$ cat src/rtl/seg7_scan_driver.sv
// Time-multiplexed common-anode 7-segment scan driver with frame-synchronous value updates.
// Optional decimal-point support is built when SEG7_DP_EN is defined.
module seg7_scan_driver #(
    parameter int unsigned DIGITS      = 8,
    parameter int unsigned DWELL_TICKS = 16,
    parameter int unsigned BLANK_TICKS = 2
) (
    input  logic                  clk,
    input  logic                  rst,
    input  logic                  clock_enable,
    input  logic                  load,
    input  logic [4*DIGITS-1:0]   data_in,
    input  logic [DIGITS-1:0]     digit_en_in,
`ifdef SEG7_DP_EN
    input  logic [DIGITS-1:0]     dp_in,
    output logic                  dp_n,
`endif
    output logic [DIGITS-1:0]     anode_n,
    output logic [6:0]            seg_n,
    output logic                  frame_done,
    output logic                  pending
);

    localparam int unsigned IdxW       = (DIGITS > 1) ? $clog2(DIGITS) : 1;
    localparam int unsigned CntMax     = (DWELL_TICKS > BLANK_TICKS) ? DWELL_TICKS : BLANK_TICKS;
    localparam int unsigned CntW       = (CntMax > 1) ? $clog2(CntMax) : 1;
    localparam int unsigned BlankLastI = (BLANK_TICKS > 0) ? BLANK_TICKS - 1 : 0;

    localparam logic [CntW-1:0] DwellLast = CntW'(DWELL_TICKS - 1);
    localparam logic [CntW-1:0] BlankLast = CntW'(BlankLastI);
    localparam logic [IdxW-1:0] IdxLast   = IdxW'(DIGITS - 1);

    typedef enum logic [0:0] {StBlank, StShow} state_e;

    state_e                state_q;
    logic [IdxW-1:0]       idx_q;
    logic [CntW-1:0]       tick_q;
    logic [4*DIGITS-1:0]   shadow_data_q, active_data_q;
    logic [DIGITS-1:0]     shadow_en_q, active_en_q;
`ifdef SEG7_DP_EN
    logic [DIGITS-1:0]     shadow_dp_q, active_dp_q;
`endif

    logic       dwell_end;
    logic       wrap;
    logic [3:0] cur_nib;
    logic [6:0] cur_seg;

    function automatic logic [6:0] hex7(input logic [3:0] v);
        logic [6:0] s;
        case (v)
            4'h0: s = 7'h3F;
            4'h1: s = 7'h06;
            4'h2: s = 7'h5B;
            4'h3: s = 7'h4F;
            4'h4: s = 7'h66;
            4'h5: s = 7'h6D;
            4'h6: s = 7'h7D;
            4'h7: s = 7'h07;
            4'h8: s = 7'h7F;
            4'h9: s = 7'h6F;
            4'hA: s = 7'h77;
            4'hB: s = 7'h7C;
            4'hC: s = 7'h39;
            4'hD: s = 7'h5E;
            4'hE: s = 7'h79;
            default: s = 7'h71;
        endcase
        return s;
    endfunction

    always_comb begin
        dwell_end = (state_q == StShow) && clock_enable && (tick_q == DwellLast);
        wrap      = dwell_end && (idx_q == IdxLast);
        cur_nib   = active_data_q[{idx_q, 2'b00} +: 4];
        cur_seg   = hex7(cur_nib);
    end

    always_ff @(posedge clk) begin
        if (rst) begin
            state_q       <= StBlank;
            idx_q         <= '0;
            tick_q        <= '0;
            shadow_data_q <= '0;
            active_data_q <= '0;
            shadow_en_q   <= '1;
            active_en_q   <= '1;
            anode_n       <= '1;
            seg_n         <= 7'h7F;
            frame_done    <= 1'b0;
            pending       <= 1'b0;
`ifdef SEG7_DP_EN
            shadow_dp_q   <= '0;
            active_dp_q   <= '0;
            dp_n          <= 1'b1;
`endif
        end else begin
            // Outputs follow the current state, so they lag each transition by one clk.
            anode_n    <= '1;
            seg_n      <= 7'h7F;
            frame_done <= wrap;
`ifdef SEG7_DP_EN
            dp_n       <= 1'b1;
`endif
            if (state_q == StShow) begin
                anode_n[idx_q] <= ~active_en_q[idx_q];
                seg_n          <= ~cur_seg;
`ifdef SEG7_DP_EN
                dp_n           <= ~(active_dp_q[idx_q] & active_en_q[idx_q]);
`endif
            end

            if (load) begin
                shadow_data_q <= data_in;
                shadow_en_q   <= digit_en_in;
`ifdef SEG7_DP_EN
                shadow_dp_q   <= dp_in;
`endif
                pending       <= 1'b1;
            end

            unique case (state_q)
                StBlank: begin
                    if (BLANK_TICKS == 0) begin
                        state_q <= StShow;
                    end else if (clock_enable) begin
                        if (tick_q == BlankLast) begin
                            state_q <= StShow;
                            tick_q  <= '0;
                        end else begin
                            tick_q <= tick_q + CntW'(1);
                        end
                    end
                end
                StShow: begin
                    if (dwell_end) begin
                        state_q <= StBlank;
                        tick_q  <= '0;
                        idx_q   <= wrap ? '0 : idx_q + IdxW'(1);
                    end else if (clock_enable) begin
                        tick_q <= tick_q + CntW'(1);
                    end
                end
                default: state_q <= StBlank;
            endcase

            // A load on the wrap edge bypasses the shadow so it is not delayed a frame.
            if (wrap) begin
                if (load) begin
                    active_data_q <= data_in;
                    active_en_q   <= digit_en_in;
`ifdef SEG7_DP_EN
                    active_dp_q   <= dp_in;
`endif
                    pending       <= 1'b0;
                end else if (pending) begin
                    active_data_q <= shadow_data_q;
                    active_en_q   <= shadow_en_q;
`ifdef SEG7_DP_EN
                    active_dp_q   <= shadow_dp_q;
`endif
                    pending       <= 1'b0;
                end
            end
        end
    end

endmodule
$ cat config.mk
export PLATFORM = sky130hd
export DESIGN_NAME = seg7_scan_driver
export DESIGN_NICKNAME = d
export VERILOG_FILES = /design/src/rtl/seg7_scan_driver.sv
export SDC_FILE = /design/constraint.sdc
export NUM_CORES = 1
export LEC_CHECK = 0
export CAP_MARGIN = 20
export CORE_ASPECT_RATIO = 0.9
export CORE_MARGIN = 3
export CORE_UTILIZATION = 54
export CTS_CLUSTER_SIZE = 24
export DETAILED_ROUTE_END_ITERATION = 10
export PLACE_DENSITY = 0.84
export SYNTH_ARGS = -nofsm -noshare
export SYNTH_HDL_FRONTEND = slang
export SYNTH_SLANG_ARGS = --single-unit
$ cat constraint.sdc
create_clock -name clk -period 2.8 [get_ports clk]
set_clock_uncertainty 0.15 [all_clocks]
set_input_delay 0.42 -clock clk [delete_from_list [all_inputs] [get_ports clk]]
set_output_delay 0.42 -clock clk [all_outputs]
set_load 0.02 [all_outputs]
# Word level (Yosys, flattened, before mapping)
# Memory sizes are Yosys's and may differ from the RTL's.
# Index checks and enable logic that the tools add are counted.
totals:
  register_bits: 105
  romBits: 112
  input_bits: 44
  output_inout_bits: 17
  wordCells: 58
  memories: 1
mem_list:
  columns: ["memory", "words", "width", "rd", "rd_clocked_by_memory_dff", "wr", "line", "source"]
  rows:
  - ["(no name shown)", 16, 7, 1, 0, 0, "51", "case (v)"]
classes:
  addsub: 2
  order_cmp: 2
  eq_ne: 5
  n_shift: 1
  muxes: 22
  bitwise: 5
  n_reduce_logical: 9
op_table:
  columns: ["cell", "n"]
  rows:
  - ["32-bit two-way mux", 2]
  - ["32-bit by 6-bit indexed part select with 4-bit output", 1]
  - ["4-bit two-way mux", 4]
  - ["8-bit two-way mux", 2]
  - ["1-bit two-way mux", 9]
  - ["8-bit NOT", 1]
  - ["8-bit bitwise OR", 1]
  - ["4-bit case mux with 2 select lines", 1]
  - ["7-bit NOT", 1]
  - ["2-bit AND reduction", 3]
  - ["4-bit by 1-bit adder with 4-bit output (second input constant)", 1]
  - ["4-bit by 1-bit equality test with 1-bit output (second input constant)", 1]
  - ["4-bit equality test (second input constant)", 1]
  - ["1-bit logical AND", 4]
  - ["3-bit by 4-bit < comparator with 1-bit output (second input constant)", 1]
  - ["3-bit by 1-bit adder with 3-bit output (second input constant)", 1]
  - ["1-bit binary-select mux with 3-bit select", 1]
  - ["1-bit demux with 3-bit select", 1]
  - ["3-bit equality test (second input constant)", 1]
  - ["3-bit by 1-bit >= comparator with 1-bit output (second input constant)", 1]
  - ["3-bit two-way mux", 1]
  - ["3-bit by 2-bit inequality test with 1-bit output (second input constant)", 1]
  - ["2-bit inequality test (second input constant)", 1]
  - ["1-bit NOT", 2]
  - ["other kinds (3)", 3]

# Logic depth before layout (Yosys ltp)
# Gate-level depths: netlist (run 1).
depth:
  word_depth: 6
  mapped_depth: 9
  depth_no_buf: 7

# Least setup slack after synthesis (run 1)
# Ideal clock, no wire load.
synth_timing:
  path_type: "register -> register"
  start: "reg idx_q[1]"
  end: "reg seg_n[6]"
  setup_ns: 0.141
  arrival_time_ns: 1.901
  required_time_ns: 2.509
  setup_slack_ns: 0.608
  stages_incl_launch_ff: 8
  n_path_buf: 1
  period_less_slack_ns: 2.192
  path_cell_list: "dfxtp_1 -> buf_6 -> mux2_2 -> a2111oi_4 -> inv_1 -> ha_1 -> mux2i_1 -> o221ai_1"
synth_via:
  elab_chain_len: 3
synth_rtl:
  columns: ["element", "line", "source"]
  rows:
  - ["start, declared", "36", "logic [IdxW-1:0] idx_q;"]
  - ["start signal, assigned", "139", "idx_q <= wrap ? '0 : idx_q + IdxW'(1);"]
  - ["32-bit by 6-bit indexed part select with 4-bit output", "75", "cur_nib = active_data_q[{idx_q, 2'b00} +: 4];"]
  - ["memory 16 x 7 bit", null, null]
  - ["7-bit NOT", "107", "seg_n <= ~cur_seg;"]
  - ["end signal, assigned", "107", null]
  - ["end, declared", "19", "output logic [6:0] seg_n,"]
# Every way passes these cells.
# A chain may end at the register's enable or synchronous reset.

# Worst setup path in the final report (run 1)
# Ends and elaborated chain as after synthesis.

==> impl_metrics.py, run 1 <==
metrics = {
    "clock_tree": {
        "tritoncts.num_buffers": 9,
        "post_cts_clock_slew_at_the_launch_and_capture_registers_of_the_worst_setup_and_hold_paths_ps": 90,
        "h-tree-depth": 3,
        "clk_latency_ps": 360,
        "cts_max_path_buffers": 2,
        "cts_stage_hold_buffer_count": 0,
        "clock-root-buffer": "sky130_fd_sc_hd__clkbuf_8",
        "clock_sink_count": 105,
        "cts_tree": "built",
    },
    "routing": {
        "drt_pre_antenna_iters": 4,
        "average_wire_per_cell_in_the_routed_design_microns": 14.5,
        "routed_via_density": 5.54,
        "drc_errors": 0,
        "drt_first_iter_violations": 164,
        "drtAntennaViolNets": 0,
        "dr_total_vias": 3214,
        "detail_route.wirelength_microns": 8390,
    },
    "final_layout": {
        "drive_above_1_share": 0.103,
        "area_delta_synth_final_pct": 17.0,
        "insertedDiodeCount": 0,
        "post-route-util": 0.669,
        "fillCellCount": 595,
        "fin_cells": 580,
        "final_net_count": 535,
        "multiInputGateArea_sq_um": 2110,
        "regArea_sq_um": 2100,
    },
    "yosys": {
        "syn-cell-area_sq_um": 4420,
        "yosysSeqAreaShare": 0.475,
        "synth_area_per_cell_sq_um": 10.2,
        "synth_most_common_cell": "sky130_fd_sc_hd__dfxtp_1",
        "postSynth.topFlopCell": "sky130_fd_sc_hd__dfxtp_1",
        "ys.warnings.count": 0,
        "yosys.area.top_type": "sky130_fd_sc_hd__dfxtp_1",
        "post_synth_most_frequent_cells": "sky130_fd_sc_hd__dfxtp_1 (105), sky130_fd_sc_hd__nor2_1 (87), sky130_fd_sc_hd__mux2i_1 (48)",
        "postSynth.asyncResetShare": 0,
        "synthDominantCellAreaShare": 0.475,
        "synth_fp_nets": 487,
        "ys_seq_elements": 105,
        "synth_area_leaders": "sky130_fd_sc_hd__dfxtp_1 (48%), sky130_fd_sc_hd__mux2i_1 (11%), sky130_fd_sc_hd__nor2_1 (7.4%)",
        "synth-edff-count": 0,
        "synthesis.instances": 432,
        "synth.lib_cells_used.distinct": 57,
    },
    "critical_path": {
        "criticalPathCategory": "reg -> reg",
        "worst-path-max-fanout": 17,
        "setup.worst_path.start_class": "flop",
        "cp-end-kind": "flop",
        "critical_path.max_stage_delay_ps": 530,
        "cp_data_required_time_ps": 2870,
        "critical-path-slowest-cell": "sky130_fd_sc_hd__dfxtp_2",
        "cell_chain_of_the_critical_path": "mux2_2 -> a2111oi_4 -> inv_1 -> ha_1 -> mux2i_1 -> o221ai_1",
        "cp_data_arrival_time_ps": 2520,
    },
    "run_status": {
        "status": "completed",
    },
    "timing": {
        "max-slew-margin-rel": 0.703,
        "tightest_slew_ps": 436,
        "hold_violations": 0,
        "setup_tns_ps": 0,
        "finalSetupViolCount": 0,
        "timing_max_transition_violations_final": 0,
        "period_needed_ps": 2450,
        "post-route-period-util": 0.875,
        "achievable-frequency_mhz": 408,
        "postLayoutSetupSlackWorst_ps": 350,
        "unrepaired_setup_endpoints_after_global_routing": "false",
    },
    "die": {
        "floorplan.io_pins": 61,
        "die-width_microns": 101,
        "start_util": 0.572,
        "rows": 30,
        "core_area_sq_um": 7730,
        "fp.dieH_microns": 91.9,
        "die_footprint_sq_um": 9310,
    },
    "pwr": {
        "peakVddDrop_mv": 0.363,
        "design_power_total_uw": 2590,
        "static_leakage_uw": 0.00199,
        "pwr_density_cell_nw_per_um2": 500,
    },
    "placed_design": {
        "placed_cells_incl_taps": 565,
        "portBuffers": 60,
        "place_ws_ps": 197,
        "gpl.final_weighted_congestion": 0.761,
        "detailedPlacementHpwl_microns": 6030,
    },
    "global_route": {
        "number_of_antenna_violations_at_the_first_check_in_global_routing": 0,
        "grt_usage": 0.189,
        "grt_pass1_vias": 3065,
        "grt-ovfl-total": 0,
        "grt_pass1_wl_microns": 14000,
        "grt_start_max_net_pins": 65,
    },
    "min_path": {
        "min_path_type": "in -> reg",
    },
    "run": {
        "max_cap_violations": 0,
    },
}
final timing paths:
path / start / to / slack [ps] / cells past startpoint
max reg2reg: idx_q[1] / seg_n[6] / 350 / 6
max: idx_q[1] / seg_n[6] / 350 / 6
min reg2reg: active_en_q[6] / active_en_q[6] / 320 / 1
min: rst / seg_n[0] / 270 / 3
routing by layer:
layer  up-vias  routed length (microns)  track usage
met4         0                      138       0.0664
met5         -                        0            0
met2        91                     3940        0.292
li1       1621                        -            -
met1      1487                     3800        0.250
met3        15                      510       0.0540
stage by stage:
| step | cell area (sq um) | hold slack (ps) |
|---|---|---|
| floorplan | 4420 | 280 |
| global placement | 5010 | 289 |
| detailed placement | 5010 | 301 |
| CTS | 5170 | 231 |
| global route | 5170 | 270 |
| finish | 5170 | 273 |
repair_timing:
action,4_1_cts,5_1_grt
setup endpoints to repair,0,2
buffers inserted,0,0
gates resized for setup,0,1
registers in the layout, indices dropped and copies added, names as in the netlist:
register       cells
pending            1
anode_n            8
state_q            1
tick_q             4
active_data_q     32
seg_n              7
frame_done         1
shadow_en_q        8
idx_q              3
shadow_data_q     32
active_en_q        8
critical path, delay by kind of cell, from the launching register on:
family          cells  cell delay, ps
buf+inv             1             180
flops               1             530
mux                 2             570
compound gates      2             610
fa+ha+maj           1             270
where the power goes:
group	internal (uW)	leakage [uW]	switching [uW]
registers	1540	0.000857	17.6
logic	113	0.00106	105
clock network	345	0.0000757	472
placed cells by master, fill, tap and decap left out, types with 2 or more instances in the layout:
cell type                         instances
sky130_fd_sc_hd__nand2b_1                10
sky130_fd_sc_hd__mux2_2                   7
sky130_fd_sc_hd__mux2i_1                 48
sky130_fd_sc_hd__nor2_1                  87
sky130_fd_sc_hd__buf_2                    2
sky130_fd_sc_hd__xnor2_1                  2
sky130_fd_sc_hd__a211oi_1                31
sky130_fd_sc_hd__nand2_1                 16
sky130_fd_sc_hd__nor3b_1                  3
sky130_fd_sc_hd__a21oi_1                 10
sky130_fd_sc_hd__clkbuf_8                10
sky130_fd_sc_hd__buf_4                    6
sky130_fd_sc_hd__clkbuf_1                 3
sky130_fd_sc_hd__and3_1                   4
sky130_fd_sc_hd__o221ai_1                 3
sky130_fd_sc_hd__mux4_2                   2
sky130_fd_sc_hd__dfxtp_1                104
sky130_fd_sc_hd__and2_1                   2
sky130_fd_sc_hd__ha_1                    11
sky130_fd_sc_hd__a211o_1                  8
sky130_fd_sc_hd__nor2b_1                  3
sky130_fd_sc_hd__nor3_1                   3
sky130_fd_sc_hd__a211oi_2                 6
sky130_fd_sc_hd__clkdlybuf4s50_1         58
sky130_fd_sc_hd__inv_1                    7
sky130_fd_sc_hd__o21ai_0                  2
sky130_fd_sc_hd__clkinvlp_4               2
sky130_fd_sc_hd__a221oi_1                 2
kinds of logic (layout without fill, tap and decap cells):
logic type	count (synthesis)	count (layout)	synth area share
adder cells (fa/ha/maj)	11	11	0.0311
AO/OA/AOI/OAI	76	76	0.145
AND/OR/NAND/NOR	141	141	0.149
multiplexers	59	59	0.144
buffers and inverters	37	89	0.0501
XOR/XNOR	3	3	0.00594
flip-flops	105	105	0.475
cell type report:
class / count / area share
clock inverters: 2 / 0.00290
multi-input cells: 290 / 0.407
inverters: 7 / 0.00508
flip-flops and latches: 105 / 0.406
well taps: 96 / 0.0232
clock buffers: 13 / 0.0288
repair buffers: 67 / 0.127
(Power assumes the default switching activity.)
==> run 2, diff against run 1 <==
- MAX_ROUTING_LAYER: not set -> met4
==> run 2 against run 1 <==
Power about the same. Clock-buffer cell count unchanged. Worst setup slack improved by 7.3 ps. Sequential share of layout area unchanged. Via count decreased by 0.65%. Sequential power about the same. Largest cell class unchanged. Largest power group unchanged.
==> impl_metrics.py, run 2 (same netlist as run 1, synthesis figures left out) <==
metrics = {
    "clock_tree": {
        "cts_tree": "built",
        "post_cts_clock_slew_at_the_launch_and_capture_registers_of_the_worst_setup_and_hold_paths_ps": 90,
        "tritoncts.num_buffers": 9,
        "h-tree-depth": 3,
        "clock_sink_count": 105,
        "clock-root-buffer": "sky130_fd_sc_hd__clkbuf_8",
        "cts.repair_timing.setup_buffer_count": 0,
        "clk_latency_ps": 360,
        "cts_max_path_buffers": 2,
    },
    "critical_path": {
        "cp-end-kind": "flop",
        "worst-path-max-fanout": 17,
        "cp_data_arrival_time_ps": 2510,
        "r2r_start": "idx_q[1]",
        "cp_data_required_time_ps": 2870,
        "critical_path.max_stage_delay_ps": 530,
        "cell_chain_of_the_critical_path": "mux2_2 -> a2111oi_4 -> inv_1 -> ha_1 -> mux2i_1 -> o221ai_1",
        "setup.worst_path.start_class": "flop",
        "crit_path_start": "idx_q[1]",
        "critical-path-slowest-cell": "sky130_fd_sc_hd__dfxtp_2",
        "criticalPathCategory": "reg -> reg",
    },
    "routing": {
        "drt_first_iter_violations": 172,
        "dr_total_vias": 3193,
        "drtAntennaViolNets": 0,
        "average_wire_per_cell_in_the_routed_design_microns": 14.5,
        "routed_via_density": 5.51,
        "drc_errors": 0,
        "detail_route.wirelength_microns": 8400,
        "drt_pre_antenna_iters": 5,
    },
    "final_layout": {
        "drive_above_1_share": 0.103,
        "insertedDiodeCount": 0,
        "regArea_sq_um": 2100,
        "most_used_cells_in_the_layout_excluding_fill_and_tap_cells": "sky130_fd_sc_hd__dfxtp_1 (104), sky130_fd_sc_hd__nor2_1 (87), sky130_fd_sc_hd__clkdlybuf4s50_1 (58)",
        "final_net_count": 535,
        "multiInputGateArea_sq_um": 2110,
        "biggestRegsByFlops": "active_data_q (32), shadow_data_q (32)",
        "fillCellCount": 595,
        "area_delta_synth_final_pct": 17.0,
        "layout.cells.most_common": "sky130_fd_sc_hd__dfxtp_1",
    },
    "global_route": {
        "grt_pass1_vias": 3065,
        "grt_start_max_net_pins": 65,
        "grt-ovfl-total": 0,
        "number_of_antenna_violations_at_the_first_check_in_global_routing": 0,
        "grt_pass1_wl_microns": 14000,
        "grt_usage": 0.194,
    },
    "timing": {
        "post-route-period-util": 0.872,
        "achievable-frequency_mhz": 409,
        "unrepaired_setup_endpoints_after_global_routing": "false",
        "setup_tns_ps": 0,
        "postLayoutSetupSlackWorst_ps": 357,
        "hold_violations": 0,
        "timing_max_transition_violations_final": 0,
        "max-slew-margin-rel": 0.696,
        "tightest_slew_ps": 447,
        "period_needed_ps": 2440,
        "finalSetupViolCount": 0,
    },
    "die": {
        "rows": 30,
        "core_area_sq_um": 7730,
        "floorplan.io_pins": 61,
        "die-width_microns": 101,
        "fp.dieH_microns": 91.9,
        "die_footprint_sq_um": 9310,
        "start_util": 0.572,
    },
    "min_path": {
        "timing.hold.worst.start": "rst",
        "min_path_type": "in -> reg",
    },
    "placed_design": {
        "detailedPlacementHpwl_microns": 6030,
        "portBuffers": 60,
        "place_ws_ps": 197,
        "gpl.final_weighted_congestion": 0.771,
    },
    "pwr": {
        "peakVddDrop_mv": 0.363,
        "static_leakage_uw": 0.00199,
        "pwr_density_cell_nw_per_um2": 500,
    },
    "run_status": {
        "status": "completed",
    },
    "run": {
        "max_cap_violations": 0,
    },
}
-- run 2: final cells by class --
type,instances,share of cell area
Clock buffer,13,0.0288
Clock inverter,2,0.00290
Inverter,7,0.00508
Multi-Input combinational cell,290,0.407
Sequential cell,105,0.406
Tap cell,96,0.0232
Timing Repair Buffer,67,0.127
-- run 2: critical path: cells and delay by family, from the launching register on --
family	cells	cell delay, ps
buf+inv	1	180
fa+ha+maj	1	270
flops	1	530
compound gates	2	610
mux	2	560
-- run 2: per-layer routing --
layer / global-route usage / share of wire
met1: 0.251 / 0.45
met2: 0.291 / 0.47
met3: 0.0540 / 0.062
met4: 0.0664 / 0.016
met5: - / 0
-- run 2: report_power, final --
part | switching (uW) | internal (uW)
sequential | 17.5 | 1540
clock | 472 | 345
combinational | 106 | 113
-- run 2: stage by stage --
stage | power [uW] | cells | hold WS, ps | util | instance area [sq um]
4_1_cts | 2610 | 580 | 231 | 0.669 | 5170
3_5_place_dp | 1810 | 565 | 301 | 0.648 | 5010
5_1_grt | 2700 | 580 | 270 | 0.669 | 5170
3_3_place_gp | 1800 | 565 | 289 | 0.648 | 5010
6_report | 2590 | 580 | 266 | 0.669 | 5170
2_1_floorplan | 1710 | 432 | 280 | - | 4420
-- run 2: timing repair --
| item | 4_1_cts | 5_1_grt |
|---|---|---|
| gates resized for setup | 0 | 1 |
| hold buffers | 0 | 0 |
| setup endpoints to repair | 0 | 2 |
-- run 2: worst paths after layout --
check | to | cells past startpoint | slack, ps
max reg2reg | seg_n[6] | 6 | 360
min | seg_n[0] | 3 | 270
max | seg_n[6] | 6 | 360
min reg2reg | active_en_q[6] | 1 | 320
==> run 3, diff against run 2 <==
- CORE_ASPECT_RATIO: 0.9 -> 0.6
==> run 3 against run 2 <==
Combinational power is 2% higher. Non-clock buffer count is 2 lower. Design area grew 3.2%. Final cell count increased by 1.2%. Largest cell class unchanged. Largest power group unchanged. Highest routed layer unchanged.
==> impl_metrics.py, run 3 (same netlist as run 1, synthesis figures left out) <==
metrics = {
    "run_status": {
        "status": "completed",
    },
    "critical_path": {
        "cell_chain_of_the_critical_path": "and2b_1 -> and3b_1 -> a2111oi_4 -> inv_1 -> ha_1 -> mux2i_1 -> o221ai_1",
        "critical_path.max_stage_delay_ps": 470,
        "criticalPathCategory": "reg -> reg",
        "worst-path-max-fanout": 14,
        "cp_data_arrival_time_ps": 2510,
        "cp_data_required_time_ps": 2830,
        "r2r_start": "idx_q[2]",
        "worst-r2r-setup-slack_ps": 320,
        "reg2reg_depth": 7,
        "critical-path-slowest-cell": "sky130_fd_sc_hd__dfxtp_1",
        "cp-end-kind": "flop",
        "regToRegEndpoint": "seg_n[5]",
        "setup.worst_path.start_class": "flop",
    },
    "final_layout": {
        "biggestRegsByFlops": "active_data_q (32), shadow_data_q (32)",
        "insertedDiodeCount": 0,
        "fillCellCount": 561,
        "area_delta_synth_final_pct": 20.7,
        "final_net_count": 533,
        "drive_above_1_share": 0.104,
        "stdcell_area_sq_um": 5340,
        "most_used_cells_in_the_layout_excluding_fill_and_tap_cells": "sky130_fd_sc_hd__dfxtp_1 (104), sky130_fd_sc_hd__nor2_1 (87), sky130_fd_sc_hd__clkdlybuf4s50_1 (58)",
        "layout.cells.most_common": "sky130_fd_sc_hd__dfxtp_1",
    },
    "pwr": {
        "internal_power_uw": 2420,
        "pwr-share-clk": 0.420,
        "share_seq_of_total_power": 0.507,
        "sw_frac_of_total": 0.212,
        "pwr_density_cell_nw_per_um2": 574,
        "static_leakage_uw": 0.00207,
        "switching_power_uw": 649,
        "peakVddDrop_mv": 0.351,
        "pwr-share-comb": 0.073,
        "design_power_total_uw": 3070,
    },
    "min_path": {
        "min_path_type": "reg -> reg",
        "timing.hold.worst.start": "active_en_q[2]",
        "min_delay_path_depth": 1,
        "hold-path-endpoint": "active_en_q[2]",
    },
    "die": {
        "die-width_microns": 123,
        "fp.dieH_microns": 76.1,
        "rows": 24,
        "core_area_sq_um": 7600,
        "die_footprint_sq_um": 9350,
        "start_util": 0.582,
        "floorplan.io_pins": 61,
    },
    "clock_tree": {
        "cts_stage_hold_buffer_count": 0,
        "cts_tree": "built",
        "tritoncts.num_buffers": 9,
        "h-tree-depth": 3,
        "cts_max_path_buffers": 2,
        "clock-root-buffer": "sky130_fd_sc_hd__clkbuf_16",
        "clk_latency_ps": 350,
        "clock_sink_count": 105,
        "post_cts_clock_slew_at_the_launch_and_capture_registers_of_the_worst_setup_and_hold_paths_ps": 70,
    },
    "placed_design": {
        "place_area_sq_um": 5030,
        "detailedPlacementHpwl_microns": 6500,
        "gpl.final_weighted_congestion": 0.805,
        "portBuffers": 60,
    },
    "timing": {
        "post-route-period-util": 0.886,
        "achievable-frequency_mhz": 403,
        "period_needed_ps": 2480,
        "tightest_slew_ps": 498,
        "hold_violations": 0,
        "unrepaired_setup_endpoints_after_global_routing": "false",
        "setup_tns_ps": 0,
        "timing_max_transition_violations_final": 0,
        "max-slew-margin-rel": 0.667,
        "finalSetupViolCount": 0,
    },
    "global_route": {
        "grt-ovfl-total": 0,
        "grt_start_max_net_pins": 68,
        "grt_usage": 0.213,
        "grt_pass1_wl_microns": 15400,
        "number_of_antenna_violations_at_the_first_check_in_global_routing": 0,
        "grt_pass1_vias": 3088,
    },
    "routing": {
        "detail_route.wirelength_microns": 9160,
        "dr_total_vias": 3162,
        "drtAntennaViolNets": 0,
        "drc_errors": 0,
        "drt_first_iter_violations": 226,
        "routed_via_density": 5.39,
        "drt_pre_antenna_iters": 4,
        "average_wire_per_cell_in_the_routed_design_microns": 15.6,
    },
    "run": {
        "max_cap_violations": 0,
    },
}
-- run 3: changes by cell type in the layout (fill, tap and decap cells not counted) --
cell                         before  now
sky130_fd_sc_hd__buf_12           1    3
sky130_fd_sc_hd__buf_4            6    2
sky130_fd_sc_hd__bufinv_16        0    1
sky130_fd_sc_hd__clkbuf_1         3    2
sky130_fd_sc_hd__clkbuf_16        0    9
sky130_fd_sc_hd__clkbuf_8        10    3
sky130_fd_sc_hd__clkinv_2         0    1
sky130_fd_sc_hd__clkinvlp_4       2    0
-- run 3: worst max-delay path by stage --
stage	start	endpoint	slack (ps)	cells after the start
2_1_floorplan	idx_q[1]	seg_n[6]	610	7
5_1_grt	idx_q[1]	seg_n[3]	150	7
3_3_place_gp	idx_q[1]	seg_n[3]	330	6
4_1_cts	idx_q[1]	seg_n[5]	220	6
6_report	idx_q[2]	seg_n[5]	320	7
3_5_place_dp	idx_q[1]	seg_n[5]	240	6
-- run 3: power groups by stage --
stage	clock (uW)	combinational (uW)	sequential (uW)
2_1_floorplan	0	116	1590
3_3_place_gp	0	218	1590
3_5_place_dp	0	224	1590
4_1_cts	1310	226	1560
5_1_grt	1380	246	1560
6_report	1290	224	1560
-- run 3: through the flow --
stage / hold slack, ps / std cells / utilization / worst slack, ps
2_1_floorplan: 280 / 432 / - / 608
3_3_place_gp: 292 / 571 / 0.662 / 334
3_5_place_dp: 305 / 571 / 0.662 / 235
4_1_cts: 320 / 587 / 0.703 / 221
5_1_grt: 344 / 587 / 0.703 / 155
6_report: 321 / 587 / 0.703 / 320
-- run 3: cell type report --
type / instances / area (sq um) / share of cell area
Inverter: 7 / 26.3 / 0.00492
Multi-Input combinational cell: 290 / 2110 / 0.394
Timing Repair Buffer: 65 / 666 / 0.125
Clock buffer: 14 / 274 / 0.0513
Tap cell: 104 / 130 / 0.0244
Clock inverter: 2 / 35.0 / 0.00656
Sequential cell: 105 / 2100 / 0.394
-- run 3: routing by layer --
metal  GRT usage  up-vias  routed length (microns)
met5           -        -                        0
met4      0.0637        0                      101
met3      0.0556       12                      422
met2       0.309       67                     4180
met1       0.293     1476                     4460
li1            -     1607                        -
-- run 3: critical path: cells and delay by family (launching register included) --
kind            cells  cell delay (ps)
fa+ha+maj           1              260
buf+inv             1              180
mux                 1              140
compound gates      2              560
flops               1              470
simple gates        2              560
-- run 3: timing repair --
item                                    CTS  global route
gates resized for setup                   0             1
endpoints found under the setup margin    0             2
setup buffers                             0             0
